===== config.mk =====
export PLATFORM = sky130hd
export DESIGN_NAME = shift_op_sequencer_flat
export DESIGN_NICKNAME = d
export VERILOG_FILES = /design/src/rtl/shift_op_sequencer_pkg.sv /design/src/rtl/shift_op_sequencer_if.sv /design/src/rtl/shift_op_sequencer.sv /design/src/flat_wrapper.sv
export SDC_FILE = /design/constraint.sdc
export NUM_CORES = 1
export LEC_CHECK = 0
export CAP_MARGIN = 10
export CORE_MARGIN = 2
export CORE_UTILIZATION = 39
export CTS_BUF_LIST = sky130_fd_sc_hd__clkbuf_4
export CTS_CLUSTER_SIZE = 14
export DETAILED_ROUTE_END_ITERATION = 10
export PLACE_DENSITY_LB_ADDON = 0.1
export SYNTH_ARGS = -nofsm -noshare
export SYNTH_HDL_FRONTEND = slang
export SYNTH_SLANG_ARGS = --single-unit

===== constraint.sdc =====
create_clock -name clock -period 1.88 [get_ports clock]
set_input_delay 0.564 -clock clock [delete_from_list [all_inputs] [get_ports clock]]
set_output_delay 0.564 -clock clock [all_outputs]
set_load 0.1 [all_outputs]

===== src/rtl/shift_op_sequencer_pkg.sv =====
// Shared definitions for the shift/rotate command sequencer.
// The file holds the operation codes, the FSM state encoding and the amount normalisation rule.
package shift_op_sequencer_pkg;

   // Operation codes, matching the barrel_shifter type input
   localparam logic [1:0] OP_SHL = 2'b00;
   localparam logic [1:0] OP_SHR = 2'b01;
   localparam logic [1:0] OP_ROL = 2'b10;
   localparam logic [1:0] OP_ROR = 2'b11;

   // Sequencer FSM states
   typedef enum logic [1:0] {
      ST_IDLE = 2'b00,
      ST_RUN  = 2'b01,
      ST_CAPT = 2'b10,
      ST_RESP = 2'b11
   } state_t;

   // Effective amount for a request. A rotate by a multiple of w is the identity, so rotates reduce
   // modulo w. A logical shift by w or more clears every bit, so shifts clamp to w; stepping by w
   // then yields zero and never exceeds w-1 in any single step.
   function automatic int unsigned normalise_amt(input logic [1:0] op,
                                                 input int unsigned amt,
                                                 input int unsigned w);
      if (op == OP_ROL || op == OP_ROR) begin
         return amt % w;
      end
      return (amt < w) ? amt : w;
   endfunction

endpackage


===== src/rtl/shift_op_sequencer_if.sv =====
// Bus bundle between the sequencer, its requester/consumer and the barrel shifter.
// The slave modport is the sequencer's view; master is the environment's view.
interface shift_op_sequencer_if #(
   parameter int W     = 8,
   parameter int AMT_W = 6
);
   // Request channel
   logic             req_valid;
   logic             req_ready;
   logic [W-1:0]     req_data;
   logic [AMT_W-1:0] req_amt;
   logic [1:0]       req_type;

   // Shifter command and registered result
   logic             sh_load;
   logic [W-1:0]     sh_data;
   logic [3:0]       sh_shift;
   logic [1:0]       sh_type;
   logic [W-1:0]     sh_result;

   // Response channel
   logic             rsp_valid;
   logic             rsp_ready;
   logic [W-1:0]     rsp_data;

   modport slave (
      input  req_valid, req_data, req_amt, req_type,
      input  sh_result,
      input  rsp_ready,
      output req_ready,
      output sh_load, sh_data, sh_shift, sh_type,
      output rsp_valid, rsp_data
   );

   modport master (
      output req_valid, req_data, req_amt, req_type,
      output sh_result,
      output rsp_ready,
      input  req_ready,
      input  sh_load, sh_data, sh_shift, sh_type,
      input  rsp_valid, rsp_data
   );

endinterface


===== src/rtl/shift_op_sequencer.sv =====
// Command sequencer in front of a barrel shifter. A request is normalised at accept, broken into
// steps of at most STEP_MAX positions, and each step recirculates the shifter's registered output.
// The final value is captured one cycle after the last step and held on the response port.
module shift_op_sequencer
   import shift_op_sequencer_pkg::*;
#(
   parameter int W        = 8,
   parameter int AMT_W    = 6,
   parameter int STEP_MAX = 4
) (
   input logic                  clock,
   input logic                  rst_n,
   shift_op_sequencer_if.slave  bus
);

   // Remaining amount never exceeds W after normalisation
   localparam int REM_W = $clog2(W + 1);
   localparam logic [REM_W-1:0] STEP_LIM = REM_W'(STEP_MAX);

   state_t           state_q;
   state_t           state_d;

   logic [W-1:0]     data_q;
   logic [1:0]       type_q;
   logic [REM_W-1:0] rem_q;
   logic             first_q;
   logic [W-1:0]     rsp_data_q;

   logic             accept;
   logic             last_step;
   logic [REM_W-1:0] step;
   logic [REM_W-1:0] amt_eff;

   assign accept    = bus.req_valid && (state_q == ST_IDLE);
   assign last_step = (rem_q <= STEP_LIM);
   assign step      = last_step ? rem_q : STEP_LIM;
   assign amt_eff   = REM_W'(normalise_amt(bus.req_type, 32'(bus.req_amt), W));

   // State register
   always_ff @(posedge clock or negedge rst_n) begin
      if (!rst_n) begin
         state_q <= ST_IDLE;
      end else begin
         state_q <= state_d;
      end
   end

   // Next-state logic; RUN always issues at least one step, even for a zero amount
   always_comb begin
      state_d = state_q;
      case (state_q)
         ST_IDLE: if (accept)        state_d = ST_RUN;
         ST_RUN:  if (last_step)     state_d = ST_CAPT;
         ST_CAPT:                    state_d = ST_RESP;
         ST_RESP: if (bus.rsp_ready) state_d = ST_IDLE;
         default:                    state_d = ST_IDLE;
      endcase
   end

   // Request latch, step bookkeeping and result capture
   always_ff @(posedge clock or negedge rst_n) begin
      if (!rst_n) begin
         data_q     <= '0;
         type_q     <= OP_SHL;
         rem_q      <= '0;
         first_q    <= 1'b0;
         rsp_data_q <= '0;
      end else begin
         if (accept) begin
            data_q  <= bus.req_data;
            type_q  <= bus.req_type;
            rem_q   <= amt_eff;
            first_q <= 1'b1;
         end else if (state_q == ST_RUN) begin
            rem_q   <= rem_q - step;
            first_q <= 1'b0;
         end
         // The last step's result reaches sh_result one cycle after it issues, i.e. in CAPT
         if (state_q == ST_CAPT) begin
            rsp_data_q <= bus.sh_result;
         end
      end
   end

   // Shifter drive: stepping in RUN, self-reload (hold) everywhere else
   always_comb begin
      bus.sh_load  = 1'b1;
      bus.sh_data  = bus.sh_result;
      bus.sh_shift = 4'd0;
      bus.sh_type  = OP_SHL;
      if (state_q == ST_RUN) begin
         bus.sh_load  = 1'b0;
         bus.sh_type  = type_q;
         bus.sh_shift = 4'(step);
         bus.sh_data  = first_q ? data_q : bus.sh_result;
      end
      // The shifter itself may not be reset, so its output is masked while reset is asserted
      if (!rst_n) begin
         bus.sh_data = '0;
      end
   end

   assign bus.req_ready = (state_q == ST_IDLE);
   assign bus.rsp_valid = (state_q == ST_RESP);
   assign bus.rsp_data  = rsp_data_q;

endmodule


===== src/flat_wrapper.sv =====
// flat-port wrapper written by rule: the top's interface ports become plain ports
module shift_op_sequencer_flat import shift_op_sequencer_pkg::*;
#(
   parameter int W        = 8,
   parameter int AMT_W    = 6,
   parameter int STEP_MAX = 4
)
  (clock, rst_n, bus_req_valid, bus_req_data, bus_req_amt, bus_req_type, bus_sh_result, bus_rsp_ready, bus_req_ready, bus_sh_load, bus_sh_data, bus_sh_shift, bus_sh_type, bus_rsp_valid, bus_rsp_data);
  shift_op_sequencer_if #(.W(W), .AMT_W(AMT_W)) bus_i ();
  input logic clock;
  input logic rst_n;
  input wire logic [$bits(bus_i.req_valid)-1:0] bus_req_valid;
  input wire logic [$bits(bus_i.req_data)-1:0] bus_req_data;
  input wire logic [$bits(bus_i.req_amt)-1:0] bus_req_amt;
  input wire logic [$bits(bus_i.req_type)-1:0] bus_req_type;
  input wire logic [$bits(bus_i.sh_result)-1:0] bus_sh_result;
  input wire logic [$bits(bus_i.rsp_ready)-1:0] bus_rsp_ready;
  output wire logic [$bits(bus_i.req_ready)-1:0] bus_req_ready;
  output wire logic [$bits(bus_i.sh_load)-1:0] bus_sh_load;
  output wire logic [$bits(bus_i.sh_data)-1:0] bus_sh_data;
  output wire logic [$bits(bus_i.sh_shift)-1:0] bus_sh_shift;
  output wire logic [$bits(bus_i.sh_type)-1:0] bus_sh_type;
  output wire logic [$bits(bus_i.rsp_valid)-1:0] bus_rsp_valid;
  output wire logic [$bits(bus_i.rsp_data)-1:0] bus_rsp_data;
  assign bus_i.req_valid = bus_req_valid;
  assign bus_i.req_data = bus_req_data;
  assign bus_i.req_amt = bus_req_amt;
  assign bus_i.req_type = bus_req_type;
  assign bus_i.sh_result = bus_sh_result;
  assign bus_i.rsp_ready = bus_rsp_ready;
  assign bus_req_ready = bus_i.req_ready;
  assign bus_sh_load = bus_i.sh_load;
  assign bus_sh_data = bus_i.sh_data;
  assign bus_sh_shift = bus_i.sh_shift;
  assign bus_sh_type = bus_i.sh_type;
  assign bus_rsp_valid = bus_i.rsp_valid;
  assign bus_rsp_data = bus_i.rsp_data;
  shift_op_sequencer #(.W(W), .AMT_W(AMT_W), .STEP_MAX(STEP_MAX)) u_core (.clock(clock), .rst_n(rst_n), .bus(bus_i));
endmodule

After elaboration in Yosys (flattened, before gate mapping):

Cells that the tools add are included.

* register bits: 25
* input port bits: 28
* output and inout bits: 25
* logic and storage cells: 41

* $add $sub $neg: 1
* order comparisons: 2
* eq/ne operators: 8
* muxes and demuxes: 19
* reductions and logical operators: 5

Operators with widths (number)
* 4-bit 2-to-1 mux: 6
* 8-bit 2-to-1 mux: 3
* 2-bit == test, second input constant: 4
* 2-bit 2-to-1 mux: 4
* 2-bit one-hot mux with 4 select lines: 1
* 6-bit by 4-bit < comparator with 1-bit output, second input constant: 1
* 4-bit by 3-bit less-or-equal comparator with 1-bit output, second input constant: 1
* 1-bit 2-to-1 mux: 4
* 2-bit by 1-bit != test with 1-bit output, second input constant: 2
* 4-bit subtractor: 1
* 3-bit 2-to-1 mux: 1
* 3-bit AND reduction: 1
* 2-bit by 1-bit == test with 1-bit output, second input constant: 1
* 2-bit logical NOT: 1
* 2-bit != test, second input constant: 1
* 2-bit nonzero test: 1
* 1-bit logical AND: 1
* 1-bit logical OR: 1

Longest topological paths before layout:

* word-level depth: 5
* depth in mapped cells: 6
* gate-level depth less buffers: 5

Worst setup path before layout:

Ideal clock, no wire load.

* kind: register -> output
* start point: register u_core.state_q[1]
* end point: output port bus_sh_data[0]
* arrival: 3.359 ns
* data required time: 1.316 ns
* setup slack: -2.043 ns
* cell stages (with the launch flop): 7
* buffers on the path: 2
* cells stage by stage: dfrtp_1 inv_1 ha_1 clkbuf_1 clkbuf_1 nand3_1 a21boi_0

* longest elaborated chain between the ends: 3

RTL lines
* start, declared: line shift_op_sequencer.sv:20 `state_t state_q;`
* start signal, assigned: line shift_op_sequencer.sv:44 `state_q <= state_d;`
* 2-bit by 1-bit == test with 1-bit output: line shift_op_sequencer.sv:91 `if (state_q == ST_RUN) begin`
* 8-bit 2-to-1 mux: line shift_op_sequencer.sv:91
* 8-bit 2-to-1 mux: line shift_op_sequencer.sv:98 `if (!rst_n) begin`
* end, declared: line flat_wrapper.sv:20 `output wire logic [$bits(bus_i.sh_data)-1:0] bus_sh_data;`

No other way between the ends.

Final worst setup path:

* start point: register u_core.state_q[1]
* end point: output port bus_sh_data[7]

The elaborated chain is that of the path after synthesis.

==> impl_metrics.py <==
metrics = {
    "setup_path": {
        "worstPathMaxFanout": 7,
        "start_kind": "register",
        "critical_path_required_ps": 1320,
        "path_class": "reg2out",
        "critPathCaptureType": "primary output",
        "cp.arrival_ps": 1620,
    },
    "timing": {
        "report.final.slew_viol_count": 0,
        "rsz0062_at_grt": "true",
        "max_freq_mhz": 458,
        "fin_ws_ps": -303,
        "hold_viol": 0,
        "skew_ps": 1.56,
        "setup_viol": 16,
        "period_minus_slack_ps": 2180,
        "post-route-period-util": 1.16,
    },
    "floorplanning": {
        "start_util": 0.407,
        "core_area_sq_um": 3050,
        "dieHeight_um": 60.5,
        "die_w_um": 60.5,
        "rows": 20,
        "pin_count": 53,
        "dieArea_sq_um": 3660,
    },
    "clock_network": {
        "holdBufCountCts": 0,
        "cts-htree-levels": 1,
        "cts_inserted_buffers": 3,
        "clockBufferDepth": 2,
        "cts_tree": "yes",
        "root_buffer": "clkbuf_4",
        "clock-sinks": 25,
        "clock_latency_ps": 310,
        "clkTransAtPathRegs_ps": 130,
    },
    "worst_hold_path": {
        "hold_class": "in2async",
    },
    "yosys": {
        "synth-seq-cells": 25,
        "yosys_warnings": 0,
        "syn_inst": 112,
        "yosysSeqAreaShare": 0.503,
        "synth_area_sq_um": 1240,
        "ys_types": 23,
        "avgSynthCellArea_sq_um": 11.1,
        "syn-num-nets": 145,
    },
    "detailed_routing": {
        "m1WireLength_mm": 1.37,
        "drt_first_pass_iters": 4,
        "wl_met2_mm": 1.84,
        "wl_mm": 3.37,
        "antenna_left": 0,
        "dr_total_vias": 1094,
        "top_layer": "met4",
        "dr_wl_met3_um": 141,
        "vias_per_cell": 4.84,
        "drtIter0Drc": 31,
        "wl_per_cell_um": 14.9,
        "route.detailed.drc": 0,
    },
    "global_routing": {
        "grt_max_degree": 15,
        "grt_pass1_vias": 1123,
        "grt.total_usage": 0.197,
        "grt_pass1_wl_mm": 5.35,
        "grt_remaining_overflow": 0,
        "antenna_found_initial": 0,
    },
    "run": {
        "cap_violations": 0,
    },
    "run_status": {
        "failed_checks": "setup timing",
        "status": "complete, but fails checks",
    },
    "layout": {
        "area_growth_pct": 101,
        "final_nets": 216,
        "final_core_util": 0.819,
        "n_antenna_cell": 0,
        "layout-drive-gt1-share": 0.527,
    },
    "placed_design": {
        "pre_cts_ws_ps": -314,
        "detailed_place_hpwl_mm": 2.51,
        "io_buffers": 51,
        "routabilityCongestion": 0.750,
    },
}
worst max-delay path: stages, from the launching register on:
cell	delay, ps
dfrtp_1	410
inv_2	80
ha_4	200
buf_12	160
nand3_4	90
a21boi_4	170
buf_12	190
flip-flops by register name (all words and copies together) (netlist names):
register             flops
u_core.rem_q             4
u_core.type_q            2
u_core.state_q           2
u_core.bus.rsp_data      8
u_core.first_q           1
u_core.data_q            8
layout make-up:
cell class / instances / area [sq um]
clock buffers: 3 / 22.5
clock inverters: 1 / 5.00
fillers: 193 / 552
inverters: 7 / 33.8
multi-input cells: 74 / 820
flip-flops and latches: 25 / 626
well taps: 44 / 55.1
repair buffers: 72 / 940
cells in the mapped netlist:
library cell,instances,area [sq um]
dfrtp_1,25,626
mux2_2,17,191
nand2_1,11,41.3
a21boi_0,8,60.1
nand3_1,8,40.0
inv_1,7,26.3
clkbuf_1,5,18.8
ha_1,5,62.6
and2_1,4,25.0
o21ai_0,4,20.0
a21oi_1,3,15.0
a22o_1,3,26.3
or3_1,2,12.5
a221o_1,1,10.0
buf_4,1,7.51
conb_1,1,3.75
mux2_4,1,15.0
mux2i_1,1,10.0
nand3b_1,1,7.51
nor2_1,1,3.75
nor2b_1,1,6.26
nor3b_1,1,7.51
o21a_1,1,7.51
path summary, 6_finish.rpt:
check / startpoint / slack, ps / cells past startpoint / to
worst max-delay path: u_core.state_q[1] / -300 / 6 / bus_sh_data[7]
worst min-delay path: rst_n / 290 / 2 / u_core.bus.rsp_data[5]
worst max register to register: u_core.state_q[0] / 50 / 8 / u_core.state_q[1]
worst min register to register: u_core.type_q[1] / 520 / 2 / u_core.type_q[1]
max in group asynchronous: rst_n / 1140 / 4 / u_core.rem_q[1]
min in group clock: u_core.type_q[1] / 520 / 2 / u_core.type_q[1]
repair_timing:
item | 4_1_cts | 5_1_grt
gates cloned | 0 | 0
pin swaps | 8 | 2
gates resized for setup | 13 | 5
endpoints found under the setup margin | 15 | 16
buffers inserted | 8 | 3
cells in the final DEF, fill, tap and decap left out:
cell,count
nor3b_4,1
o21ai_0,4
dlygate4sd2_1,1
nand3b_1,1
mux2i_1,1
clkinv_2,1
nand3_4,7
inv_6,1
ha_1,2
nand2_2,1
inv_2,1
and2_4,4
buf_4,17
a22o_1,3
a21boi_4,8
a21oi_1,3
mux2_2,17
nor2b_1,1
inv_1,4
nand3_1,1
nand2_1,9
a221o_1,1
mux2_4,1
or3_1,2
buf_6,2
dfrtp_1,25
clkdlybuf4s50_1,26
nor2_1,1
ha_4,3
inv_4,1
conb_1,1
clkbuf_4,3
buf_12,26
o21a_4,1
nand2_4,1
metal layers:
metal | vias to the layer above | track usage
met4 | 0 | 0.0466
met2 | 32 | 0.356
met1 | 531 | 0.253
met3 | 2 | 0.0256
met5 | - | 0
li1 | 529 | -
logic make-up (layout without fill, tap and decap cells):
| family | count (synthesis) | after routing | share of synthesized area |
|---|---|---|---|
| AOI/OAI and AO/OA | 20 | 20 | 0.112 |
| adders and majority gates | 5 | 5 | 0.0503 |
| buffers and inverters | 13 | 83 | 0.0423 |
| DFF | 25 | 25 | 0.503 |
| muxes | 19 | 19 | 0.174 |
| other | 1 | 1 | 0.00302 |
| and+or+nand+nor | 29 | 29 | 0.116 |
through the flow:
step | cells | hold WS, ps | instance area [sq um] | TNS, ps
after global routing | 226 | 251 | 2500 | -5180
after global placement | 212 | 461 | 2340 | -2290
after detailed placement | 212 | 476 | 2340 | -2430
after CTS | 224 | 279 | 2460 | -3600
final | 226 | 285 | 2500 | -3790
after floorplan | 112 | 268 | 1490 | -2780
Power is not shown: default switching activity piles up to over one toggle a cycle in this logic, so the estimate is an artifact.
